## config.mk

```make
export PLATFORM = sky130hd
export DESIGN_NAME = top_a1_q4_rr_arbiter_8
export DESIGN_NICKNAME = d
export VERILOG_FILES = /design/src/rtl/top_a1_q4_rr_arbiter_8.sv
export SDC_FILE = /design/constraint.sdc
export NUM_CORES = 1
export LEC_CHECK = 0
export ABC_AREA = 1
export CORE_MARGIN = 2
export CORE_UTILIZATION = 35
export CTS_CLUSTER_SIZE = 30
export DETAILED_ROUTE_END_ITERATION = 7
export GPL_TIMING_DRIVEN = 1
export MAX_ROUTING_LAYER = met4
export SLEW_MARGIN = 20
export SYNTH_ARGS = -nofsm -noshare
export SYNTH_HDL_FRONTEND = slang
export SYNTH_SLANG_ARGS = --single-unit
```

## constraint.sdc

```tcl
create_clock -name clk -period 3 [get_ports clk]
set_input_delay 0.45 -clock clk [delete_from_list [all_inputs] [get_ports clk]]
set_output_delay 0.45 -clock clk [all_outputs]
set_load 0.1 [all_outputs]
```

## src/rtl/top_a1_q4_rr_arbiter_8.sv

```systemverilog
// 8-requester round-robin arbiter with registered one-hot and encoded grant.
// Optional hold timeout is enabled by defining ARB_TIMEOUT_EN.
module top_a1_q4_rr_arbiter_8 #(
    parameter int MAX_HOLD = 16
) (
    input  logic       clk,
    input  logic       rst_n,
    input  logic [7:0] req,
    input  logic       done,
    output logic [7:0] grant,
    output logic [2:0] grant_idx,
    output logic       grant_valid,
    output logic       timeout
);

    typedef enum logic {
        IDLE,
        GRANT
    } state_t;

    state_t     state;
    logic [2:0] ptr;
    logic [15:0] dbl;
    logic [7:0] rot;
    logic [2:0] off;
    logic [2:0] win;
    logic       any;
    logic       release_now;

    // The legal hold range only matters with the timeout, but a bad value
    // is rejected in every build so a later enable cannot surprise anyone.
    generate
        if (MAX_HOLD < 2 || MAX_HOLD > 255) begin : g_bad_hold
            $error("MAX_HOLD out of range 2..255");
        end
    endgenerate

    // Rotate requests so index ptr-1 lands on the top bit, then take the
    // highest set bit; after reset (ptr=0) this is a plain 8:3 encoder.
    always_comb begin
        dbl = {req, req};
        rot = dbl[ptr +: 8];
        off = 3'd0;
        for (int j = 0; j < 8; j++) begin
            if (rot[j]) off = 3'(j);
        end
    end

    assign win         = off + ptr;
    assign any         = |req;
    assign release_now = done | ~req[grant_idx];

`ifdef ARB_TIMEOUT_EN
    logic [7:0] cnt;
    logic       timeout_q;

    assign timeout = timeout_q;

    // Arbitration FSM with hold counter and forced release on overrun.
    always_ff @(posedge clk or negedge rst_n) begin
        if (!rst_n) begin
            state       <= IDLE;
            ptr         <= 3'd0;
            cnt         <= 8'd0;
            grant       <= 8'h00;
            grant_idx   <= 3'd0;
            grant_valid <= 1'b0;
            timeout_q   <= 1'b0;
        end else begin
            timeout_q <= 1'b0;
            unique case (state)
                IDLE: begin
                    if (any) begin
                        state       <= GRANT;
                        grant       <= 8'b1 << win;
                        grant_idx   <= win;
                        grant_valid <= 1'b1;
                        cnt         <= 8'd0;
                    end
                end
                GRANT: begin
                    if (release_now) begin
                        state       <= IDLE;
                        ptr         <= grant_idx;
                        grant       <= 8'h00;
                        grant_idx   <= 3'd0;
                        grant_valid <= 1'b0;
                    end else if (cnt == 8'(MAX_HOLD - 1)) begin
                        state       <= IDLE;
                        ptr         <= grant_idx;
                        grant       <= 8'h00;
                        grant_idx   <= 3'd0;
                        grant_valid <= 1'b0;
                        timeout_q   <= 1'b1;
                    end else begin
                        cnt <= cnt + 8'd1;
                    end
                end
                default: state <= IDLE;
            endcase
        end
    end
`else
    assign timeout = 1'b0;

    // Arbitration FSM; a grant is held until done or the holder drops req.
    always_ff @(posedge clk or negedge rst_n) begin
        if (!rst_n) begin
            state       <= IDLE;
            ptr         <= 3'd0;
            grant       <= 8'h00;
            grant_idx   <= 3'd0;
            grant_valid <= 1'b0;
        end else begin
            unique case (state)
                IDLE: begin
                    if (any) begin
                        state       <= GRANT;
                        grant       <= 8'b1 << win;
                        grant_idx   <= win;
                        grant_valid <= 1'b1;
                    end
                end
                GRANT: begin
                    if (release_now) begin
                        state       <= IDLE;
                        ptr         <= grant_idx;
                        grant       <= 8'h00;
                        grant_idx   <= 3'd0;
                        grant_valid <= 1'b0;
                    end
                end
                default: state <= IDLE;
            endcase
        end
    end
`endif

endmodule

```

# Word-level counts from Yosys, hierarchy flattened
# Cells that the tools add are included.
# word_totals
in_bits	11
output_inout_bits	13
reg_bits	16
word_cells	38
# classes
n_shift	2
n_lt_le_gt_ge	1
add_sub_neg	1
reduce_logical	3
eq_ne	2
muxes	21
bitwise	3
# op_table
operator	n
3-bit 2-to-1 mux	7
8-bit 2-to-1 mux	2
8-bit case mux with 2 select lines	1
16-bit by 4-bit indexed part select with 8-bit output	1
8-bit OR reduction	1
1-bit by 3-bit << shifter with 8-bit output (first input constant)	1
1-bit 2-to-1 mux	6
3-bit case mux with 2 select lines	1
3-bit by 4-bit < comparator with 1-bit output (second input constant)	1
1-bit case mux with 2 select lines	2
2-bit AND reduction	2
3-bit adder	1
1-bit binary-select mux with 3-bit select	1
2-bit 2-to-1 mux	1
2-bit by 1-bit inequality test with 1-bit output (second input constant)	1
2-bit inequality test (second input constant)	1
1-bit NOT	2
1-bit bitwise OR	1

# Depth between registers and ports, before layout
# Gate-level depths: netlist of run 1.
# logic_depth
ltp_word	12
depth_mapped	21
mapped_depth_nobuf	20

# Worst setup path before layout of run 1
# OpenSTA, ideal clock, no wires.
# synth_timing
path_type	register to register
start	reg ptr[1]
end	reg grant[5]
setup_ns	0.121
path_buffers	1
stages_incl_launch_ff	21
path_slack_ns	0.667
synth_period_minus_slack_ns	2.333
arrival_time_ns	2.212
required_ns	2.879
cell_sequence	dfrtp_1 -> buf_6 -> inv_4 -> nand3_1 -> nand3_1 -> o21a_1 -> nand2_1 -> nand2_1 -> nand2_1 -> nand2_1 -> nand2_1 -> nand2_1 -> ha_1 -> inv_1 -> fa_1 -> xor2_1 -> inv_1 -> nand3_2 -> nand2_4 -> nand3_1 -> nand2_1
# synth_via
elab_chain_len	12
# synth_rtl
element	line_no	rtl
from (decl)	22	logic [2:0] ptr;
from (signal assigned)	127	ptr <= grant_idx;
16-bit by 4-bit indexed part select with 8-bit output	42	rot = dbl[ptr +: 8];
1-bit 2-to-1 mux	45	if (rot[j]) off = 3'(j);
2-bit 2-to-1 mux	45	
3-bit 2-to-1 mux (5 in a row)	45	
3-bit adder (*)	49	assign win = off + ptr;
1-bit by 3-bit << shifter with 8-bit output (*)	119	grant <= 8'b1 << win;
8-bit 2-to-1 mux (*)	117	if (any) begin
8-bit case mux with 2 select lines (*)	115	unique case (state)
to (signal assigned)	119	
to (decl)	10	output logic [7:0] grant,
# Mark *: on every way between the ends. The rest lies on a longest branch, timed or not. The select of a mux whose other input is x is not followed.
# A chain may end at the register's enable or synchronous reset.

# Final worst setup path of run 1
# layout_timing
start	in req[6]
end	reg grant[0]
# layout_via
elab_chain_len	12
word_cells_on_any_way	20
cone_classes	add/sub (1); eq/ne (2); shift (2); mux (11); bitwise (2); reduce/logical (2)
# layout_rtl
element	line_no	rtl
from (decl)	8	input logic [7:0] req,
16-bit by 4-bit indexed part select with 8-bit output	42	
1-bit 2-to-1 mux	45	
2-bit 2-to-1 mux	45	
3-bit 2-to-1 mux (5 in a row)	45	
3-bit adder	49	
1-bit by 3-bit << shifter with 8-bit output	119	
8-bit 2-to-1 mux	117	
8-bit case mux with 2 select lines	115	
# Several ways; a longest one is shown, not always the timed one. The select of a mux whose other input is x is not followed.

==> impl_metrics.toml, run 1 <==
[status]
status = "finished clean"

[worst_hold_path]
hold_class = "reg2reg"
worstHoldStart = "grant_valid"
hold_depth = 2
min_to = "grant_valid"

[clock_network]
clock_latency_ns = 0.25
h-tree-depth = 1
cts.sinks = 16
cts_root_buf = "clkbuf_8"
cts_tree = "done"
cts.clk_slew.worst_paths_ns = 0.06
cts_buffers = 3
ctsLongestPathBuffers = 2
post-cts-setup-buffers = 0

[layout]
n_antenna_cell = 0
fill_cells = 363
layout_commonest_cell = "nand2_1"
stdcell_count = 252
layout_common_cells = "42 x nand2_1, 30 x nand3_1, 24 x buf_4, 16 x inv_1, 15 x dfrtp_1"
multiInputGateArea_um2 = 771
seq_area_um2 = 402
drive_above_1_share = 0.304
area_growth_pct = 25.6
fin_util = 0.452
final_net_count = 219

[sta]
fin_crit_sh = 0.921
rsz0062_at_grt = "false"
fin_worst_skew_ns = 0.00321
setup-violations-final = 0
timing.fmax_mhz = 362
whs_ns = 0.483
fin_crit_ns = 2.76
tightest_slew_ns = 0.687
hold_violations = 0
slew_violations = 0
max_slew_margin = 0.540

[placement]
numPortBuffers = 22
dp.cells = 249
gp_congestion = 0.846
dp_hpwl_um = 2510

[global_route]
grt_pass1_wl_um = 5610
grt_max_degree = 17
grt_pass1_vias = 1278
grt_remaining_overflow = 0
grt_use_total = 0.173
antenna_found_initial = 0

[setup_path]
r2r_end = "grant[0]"
crit_buf_inv = 3
crit_type = "in2reg"
cp-end-kind = "register"
r2r-start = "ptr[1]"
required_ns = 3.18
path_cells = "clkdlybuf4s50_1 -> nand2_1 -> nand3_1 -> nand3_1 -> nand2_1 -> nand2_1 -> nand2_1 -> nand2_1 -> nand2_1 -> nand2_1 -> nand2_1 -> ha_1 -> inv_1 -> fa_1 -> inv_1 -> nor2_1 -> nand2_1 -> o21ai_2"
cp_top_family = "simple AND/OR/NAND/NOR gates"
slowest_stage = "fa_1"
r2r_slack_ns = 0.28
reg2reg_depth = 17
crit_arrival_ns = 2.94
crit_fanout = 4
crit_path_frequent_cell = "nand2_1"
critPathMaxStageDelay_ns = 0.57
critPathLaunchType = "input pin"

[flow_run]
drv_cap = 0

[drt]
drt-pass1-iter-count = 4
via_count = 1233
drc = 0
wl_per_cell_um = 12.8
drtIter0Drc = 58
routed_wl_um = 3240
ant_nets = 0
routed_via_density = 4.89

[die]
initial_core_util = 0.360
dieArea_mm2 = 0.00421
core_mm2 = 0.00361
io_pins = 24
die_x_um = 64.9
placementRows = 22
fp.dieH_um = 64.9

[logic_synthesis]
ys_ff_latch = 16
syn_inst = 173
synth_fp_nets = 186
synth_area_per_cell_um2 = 7.51
yosysSeqAreaShare = 0.308
syn_area_mm2 = 0.00130
synth_warnings = 0
ys_types = 29
==> stage by stage <==
stage	instance area [um2]	setup WS [ns]	setup TNS (ns)
after floorplan	1300	0.667	0
after global placement	1590	0.0140	0
after detailed placement	1590	-0.0511	-0.199
after CTS	1630	0.217	0
after global routing	1630	0.00245	0
final	1630	0.238	0
==> repair_timing <==
action / in CTS / in global routing
hold buffers: 0 / 0
gates resized for setup: 0 / 1
setup endpoints to repair: 0 / 6
==> synthesized netlist by cell type <==
cell | instances | area share
xor2_1 | 1 | 0.0067
nand3b_1 | 1 | 0.0058
nor2_4 | 2 | 0.017
buf_6 | 2 | 0.017
o21ai_1 | 4 | 0.015
inv_1 | 16 | 0.046
ha_1 | 1 | 0.0096
dfrtp_1 | 16 | 0.31
nor2_1 | 8 | 0.023
nand3_2 | 12 | 0.092
buf_2 | 1 | 0.0038
inv_8 | 1 | 0.0087
o21ai_2 | 4 | 0.027
conb_1 | 1 | 0.0029
nor3_1 | 1 | 0.0038
nand2_2 | 10 | 0.048
buf_4 | 3 | 0.017
nand2_4 | 4 | 0.035
nand2_1 | 42 | 0.12
o21ai_0 | 3 | 0.012
a21boi_0 | 1 | 0.0058
inv_4 | 1 | 0.0048
fa_1 | 1 | 0.015
nand3_1 | 30 | 0.12
o22ai_1 | 2 | 0.0096
or2_1 | 1 | 0.0048
nand4_1 | 1 | 0.0048
o211ai_1 | 2 | 0.012
o21a_1 | 1 | 0.0058
==> cell families (layout without fill, tap and decap cells) <==
kind of cell | after synthesis | in the layout | synth area share
compound gates | 17 | 17 | 0.0867
xor+xnor | 1 | 1 | 0.00674
fa+ha+maj | 2 | 2 | 0.0250
buf+inv | 24 | 55 | 0.0983
flops | 16 | 16 | 0.308
other cells | 1 | 1 | 0.00289
simple gates | 112 | 112 | 0.472
==> worst max path at each step <==
stage,start,end,cells after the start
finish,req[6],grant[0],18
global route,req[6],grant[5],20
CTS,req[6],grant[0],18
detailed placement,req[6],grant[5],20
global placement,req[6],grant[5],20
floorplan,ptr[1],grant[5],20
==> registers in the layout, indices dropped and copies added (netlist names) <==
| signal | cells |
|---|---|
| grant | 8 |
| grant_idx | 3 |
| ptr | 3 |
| grant_valid | 1 |
| state | 1 |
==> metal layers <==
layer,vias up,GRT usage,routed length (um)
li1,627,-,-
met1,563,0.208,1510
met2,35,0.293,1530
met3,8,0.0174,127
met4,0,0.0798,76
met5,-,-,0
==> worst reg2reg max path, cell delays in order (launching register included) <==
cell and delay (ns):
dfrtp_1 0.66, inv_4 0.14, nand3_1 0.17, nand3_1 0.09, nand2_1 0.07, nand2_1 0.05
nand2_1 0.05, nand2_1 0.04, nand2_1 0.05, nand2_1 0.04, nand2_1 0.05, ha_1 0.13
inv_1 0.05, fa_1 0.57, inv_1 0.10, nor2_1 0.14, nand2_1 0.10, o21ai_2 0.14
==> cell type report <==
| type | count | share of cell area |
|---|---|---|
| clock buffers | 3 | 0.0253 |
| well taps | 48 | 0.0368 |
| repair buffers | 34 | 0.172 |
| inverters | 18 | 0.0475 |
| flip-flops and latches | 16 | 0.246 |
| multi-input cells | 133 | 0.472 |
Power of run 1 is not shown: default switching activity piles up to over one toggle a cycle in this logic, so the estimate is an artifact.
==> inputs of run 2 (changes only) <==
--- a/config.mk
+++ b/config.mk
@@ -6,6 +6,7 @@
 export NUM_CORES = 1
 export LEC_CHECK = 0
 export ABC_AREA = 1
+export CORE_ASPECT_RATIO = 1.1
 export CORE_MARGIN = 2
 export CORE_UTILIZATION = 35
 export CTS_CLUSTER_SIZE = 30
==> impl_metrics.toml, run 2 (same netlist as run 1, synthesis figures left out) <==
[status]
status = "finished clean"

[die]
dieArea_mm2 = 0.00421
fp.dieH_um = 67.9
placementRows = 23
die_x_um = 62.1
io_pins = 24
core_mm2 = 0.00360
initial_core_util = 0.361

[setup_path]
r2r_end = "grant[0]"
crit_arrival_ns = 2.92
crit_fanout = 4
cp-end-kind = "register"
critPathLaunchType = "input pin"
crit_buf_inv = 4
reg2reg_depth = 17
slowest_stage = "fa_1"
crit_type = "in2reg"
crit_path_frequent_cell = "nand2_1"
critPathMaxStageDelay_ns = 0.56
path_cells = "clkdlybuf4s50_1 -> buf_4 -> nand2_4 -> nand3_1 -> nand3_1 -> nand2_1 -> nand2_1 -> nand2_1 -> nand2_1 -> nand2_1 -> nand2_1 -> nand2_1 -> ha_1 -> inv_1 -> fa_1 -> inv_1 -> nor2_1 -> nand2_1 -> o21ai_2"
r2r-start = "ptr[1]"
required_ns = 3.19
r2r_slack_ns = 0.32
cp_top_family = "buffers and inverters"

[drt]
drtIter0Drc = 76
routed_wl_um = 3150
wl_met1_um = 1350
ant_nets = 0
wl_per_cell_um = 12.3
drc = 0
via_count = 1238
dr_wl_met2_um = 1620
routed_via_density = 4.84
wl_met3_um = 125
top_layer = "met4"
drt-pass1-iter-count = 4

[worst_hold_path]
worstHoldStart = "grant_valid"
hold_class = "reg2reg"
min_to = "grant_valid"
hold_depth = 2

[sta]
setup-violations-final = 0
tightest_slew_ns = 0.679
fin_worst_skew_ns = 0.00579
fin_crit_ns = 2.72
timing.fmax_mhz = 367
hold_violations = 0
max_slew_margin = 0.546
slew_violations = 0
fin_crit_sh = 0.908
rsz0062_at_grt = "false"

[placement]
numPortBuffers = 22
dp_hpwl_um = 2470
gp_congestion = 0.816

[layout]
final_net_count = 220
largest_register = "grant"
fin_util = 0.462
n_antenna_cell = 0
reg.largest.list = "grant x8, grant_idx x3, ptr x3"
area_growth_pct = 27.9
drive_above_1_share = 0.316
layout_common_cells = "42 x nand2_1, 30 x nand3_1, 24 x buf_4, 16 x inv_1, 15 x dfrtp_1"
largest_reg_flops = 8
layout_commonest_cell = "nand2_1"

[clock_network]
cts_buffers = 3
h-tree-depth = 1
clock_latency_ns = 0.26
cts_tree = "done"
ctsLongestPathBuffers = 2
cts.sinks = 16
cts_root_buf = "clkbuf_8"
cts.clk_slew.worst_paths_ns = 0.06

[global_route]
grt_max_degree = 17
grt_pass1_vias = 1336
grt_pass1_wl_um = 5820
antenna_found_initial = 0
grt_remaining_overflow = 0
grt_use_total = 0.190

[flow_run]
drv_cap = 0
==> run 2: cell types whose count changed in the layout (fill, tap and decap cells not counted), sizes merged <==
cell / previous run / this run
nand2: 56 / 57
clkbuf: 3 / 4
==> run 2: per-layer routing <==
| metal | GRT usage | vias up |
|---|---|---|
| li1 | - | 631 |
| met1 | 0.216 | 571 |
| met2 | 0.339 | 31 |
| met3 | 0.0151 | 5 |
| met4 | 0.0745 | 0 |
| met5 | - | - |
==> run 2: worst max-delay path by stage <==
stage | start | endpoint | slack, ns | depth (start not counted)
2_1_floorplan | ptr[1] | grant[5] | 0.67 | 20
3_3_place_gp | req[6] | grant[5] | 0.03 | 20
3_5_place_dp | req[1] | grant[7] | -0.04 | 21
4_1_cts | ptr[0] | grant[5] | 0.17 | 20
5_1_grt | req[1] | grant[0] | 0.007 | 19
6_report | req[1] | grant[0] | 0.28 | 19
==> run 2: tightest hold or removal path: cells and delay by family, from the launching register on <==
family        cells  cell delay, ns
flops             1            0.35
simple gates      2            0.10
==> run 2: metrics by stage <==
stage	setup slack, ns	instances	hold slack [ns]	setup TNS, ns	cell area (um2)
floorplan	0.667	173	0.154	0	1300
global placement	0.0257	251	0.460	0	1590
detailed placement	-0.0364	251	0.469	-0.116	1590
CTS	0.171	255	0.485	0	1650
global route	0.00730	256	0.525	0	1660
finish	0.276	256	0.481	0	1660
==> run 2: final cells by class <==
class                           count  area [um2]
Sequential cell                    16         402
Inverter                           18        77.6
Fill cell                         371        1940
Multi-Input combinational cell    134         785
Timing Repair Buffer               34         280
Clock buffer                        4        55.1
Tap cell                           50        62.6
==> run 2: what timing repair did <==
action                                  4_1_cts  5_1_grt
gates resized for setup                       0        2
endpoints found under the setup margin        0        9
endpoints found under the hold margin         0        0
buffers inserted                              0        0
hold buffers                                  0        0
Power of run 2 is left out for the same reason.
==> inputs of run 3 (changes only) <==
--- a/config.mk
+++ b/config.mk
@@ -7,7 +7,6 @@
 export LEC_CHECK = 0
 export ABC_AREA = 1
 export CORE_ASPECT_RATIO = 1.1
-export CORE_MARGIN = 2
 export CORE_UTILIZATION = 35
 export CTS_CLUSTER_SIZE = 30
 export DETAILED_ROUTE_END_ITERATION = 7
==> impl_metrics.toml, run 3 (same netlist as run 1, synthesis figures left out) <==
[layout]
stdcell_count = 255
largest_register = "grant"
final_net_count = 221
drive_above_1_share = 0.319
layout_commonest_cell = "nand2_1"
layout_common_cells = "42 x nand2_1, 30 x nand3_1, 26 x buf_4, 16 x inv_1, 14 x dfrtp_1"
final_area_mm2 = 0.00164
n_antenna_cell = 0
fin_util = 0.477
area_growth_pct = 26.5
reg.largest.list = "grant x8, grant_idx x3, ptr x3"
largest_reg_flops = 8

[sta]
slew_violations = 0
fin_crit_sh = 0.903
tightest_slew_ns = 0.728
fin_ws_ns = 0.291
fin_worst_skew_ns = 0.00272
rsz0062_at_grt = "false"
hold_violations = 0
setup-violations-final = 0
fin_crit_ns = 2.71
timing.fmax_mhz = 369
max_slew_margin = 0.513

[placement]
numPortBuffers = 22
dp.cells = 251
dp_hpwl_um = 2450
place_area_mm2 = 0.00160
gp_congestion = 0.827
place_ws_ns = -0.0519

[setup_path]
required_ns = 3.18
cp-end-kind = "register"
critPathLaunchType = "input pin"
cp_top_family = "simple AND/OR/NAND/NOR gates"
reg2reg_depth = 19
r2r_end = "grant_idx[2]"
crit_fanout = 9
crit_buf_inv = 3
slowest_stage = "clkdlybuf4s50_1"
path_cells = "clkdlybuf4s50_1 -> nand2_1 -> nand3_2 -> nand3_1 -> o21a_1 -> nand2_1 -> nand2_1 -> nand2_1 -> nand2_1 -> nand2_1 -> nand2_1 -> ha_1 -> inv_1 -> fa_1 -> xor2_1 -> inv_1 -> nand3_2 -> nand2_4 -> nand2_1 -> o21ai_1"
crit_type = "in2reg"
crit_arrival_ns = 2.89
r2r-start = "ptr[1]"
critPathMaxStageDelay_ns = 0.46
crit_path_frequent_cell = "nand2_1"
r2r_slack_ns = 0.37

[clock_network]
cts.sinks = 16
post-cts-setup-buffers = 0
cts_buffers = 3
h-tree-depth = 1
cts_resized = 0
clock_latency_ns = 0.29
cts_root_buf = "clkbuf_4"
ctsHoldBuffers = 0
ctsLongestPathBuffers = 2
cts_tree = "done"
cts.clk_slew.worst_paths_ns = 0.09

[worst_hold_path]
hold_class = "reg2reg"
min_to = "grant_valid"
worstHoldStart = "grant_valid"
hold_depth = 2

[die]
fp.dieH_um = 65.9
dieArea_mm2 = 0.00396
core_mm2 = 0.00344
placementRows = 22
initial_core_util = 0.377
io_pins = 24
die_x_um = 60.1

[drt]
drc = 0
drt-pass1-iter-count = 4
wl_per_cell_um = 12.2
ant_nets = 0
via_count = 1255
drtIter0Drc = 45
routed_via_density = 4.92
routed_wl_um = 3120

[global_route]
grt_remaining_overflow = 0
grt_pass1_vias = 1253
antenna_found_initial = 0
grt_pass1_wl_um = 5460
grt_use_total = 0.183
grt_max_degree = 17

[flow_run]
drv_cap = 0

[status]
status = "finished clean"
==> run 3: how the worst max path moves through the flow <==
stage	endpoint	slack (ns)	from	cells past startpoint
floorplan	grant[5]	0.67	ptr[1]	20
global placement	grant_idx[2]	-0.006	req[5]	20
detailed placement	grant_idx[2]	-0.05	req[5]	20
CTS	grant_idx[2]	0.19	ptr[0]	20
global route	grant_idx[2]	0.04	req[7]	20
finish	grant_idx[2]	0.29	req[1]	20
==> run 3: area by class of cell <==
type	count	area [um2]
fillers	351	1800
multi-input cells	133	771
flip-flops and latches	16	403
repair buffers	36	295
inverters	18	77.6
well taps	48	60.1
clock buffers	4	36.3
==> run 3: routing by layer <==
layer	up-vias	share of wire	global-route usage
li1	635	-	-
met1	581	0.46	0.232
met2	32	0.49	0.313
met3	7	0.036	0.0117
met4	0	0.017	0.0494
met5	-	0	-
==> run 3: worst register-to-register path, delay by kind of cell, from the launching register on <==
family | cells | cell delay [ns]
fa+ha+maj | 2 | 0.50
xor+xnor | 1 | 0.21
flops | 1 | 0.53
buf+inv | 3 | 0.29
simple gates | 11 | 0.79
compound gates | 2 | 0.21
==> run 3: through the flow <==
step	setup TNS, ns	hold slack, ns
after floorplan	0	0.154
after global placement	-0.00619	0.459
after detailed placement	-0.134	0.464
final	0	0.485
after global routing	0	0.544
after CTS	0	0.489
Power of run 3 is left out for the same reason.
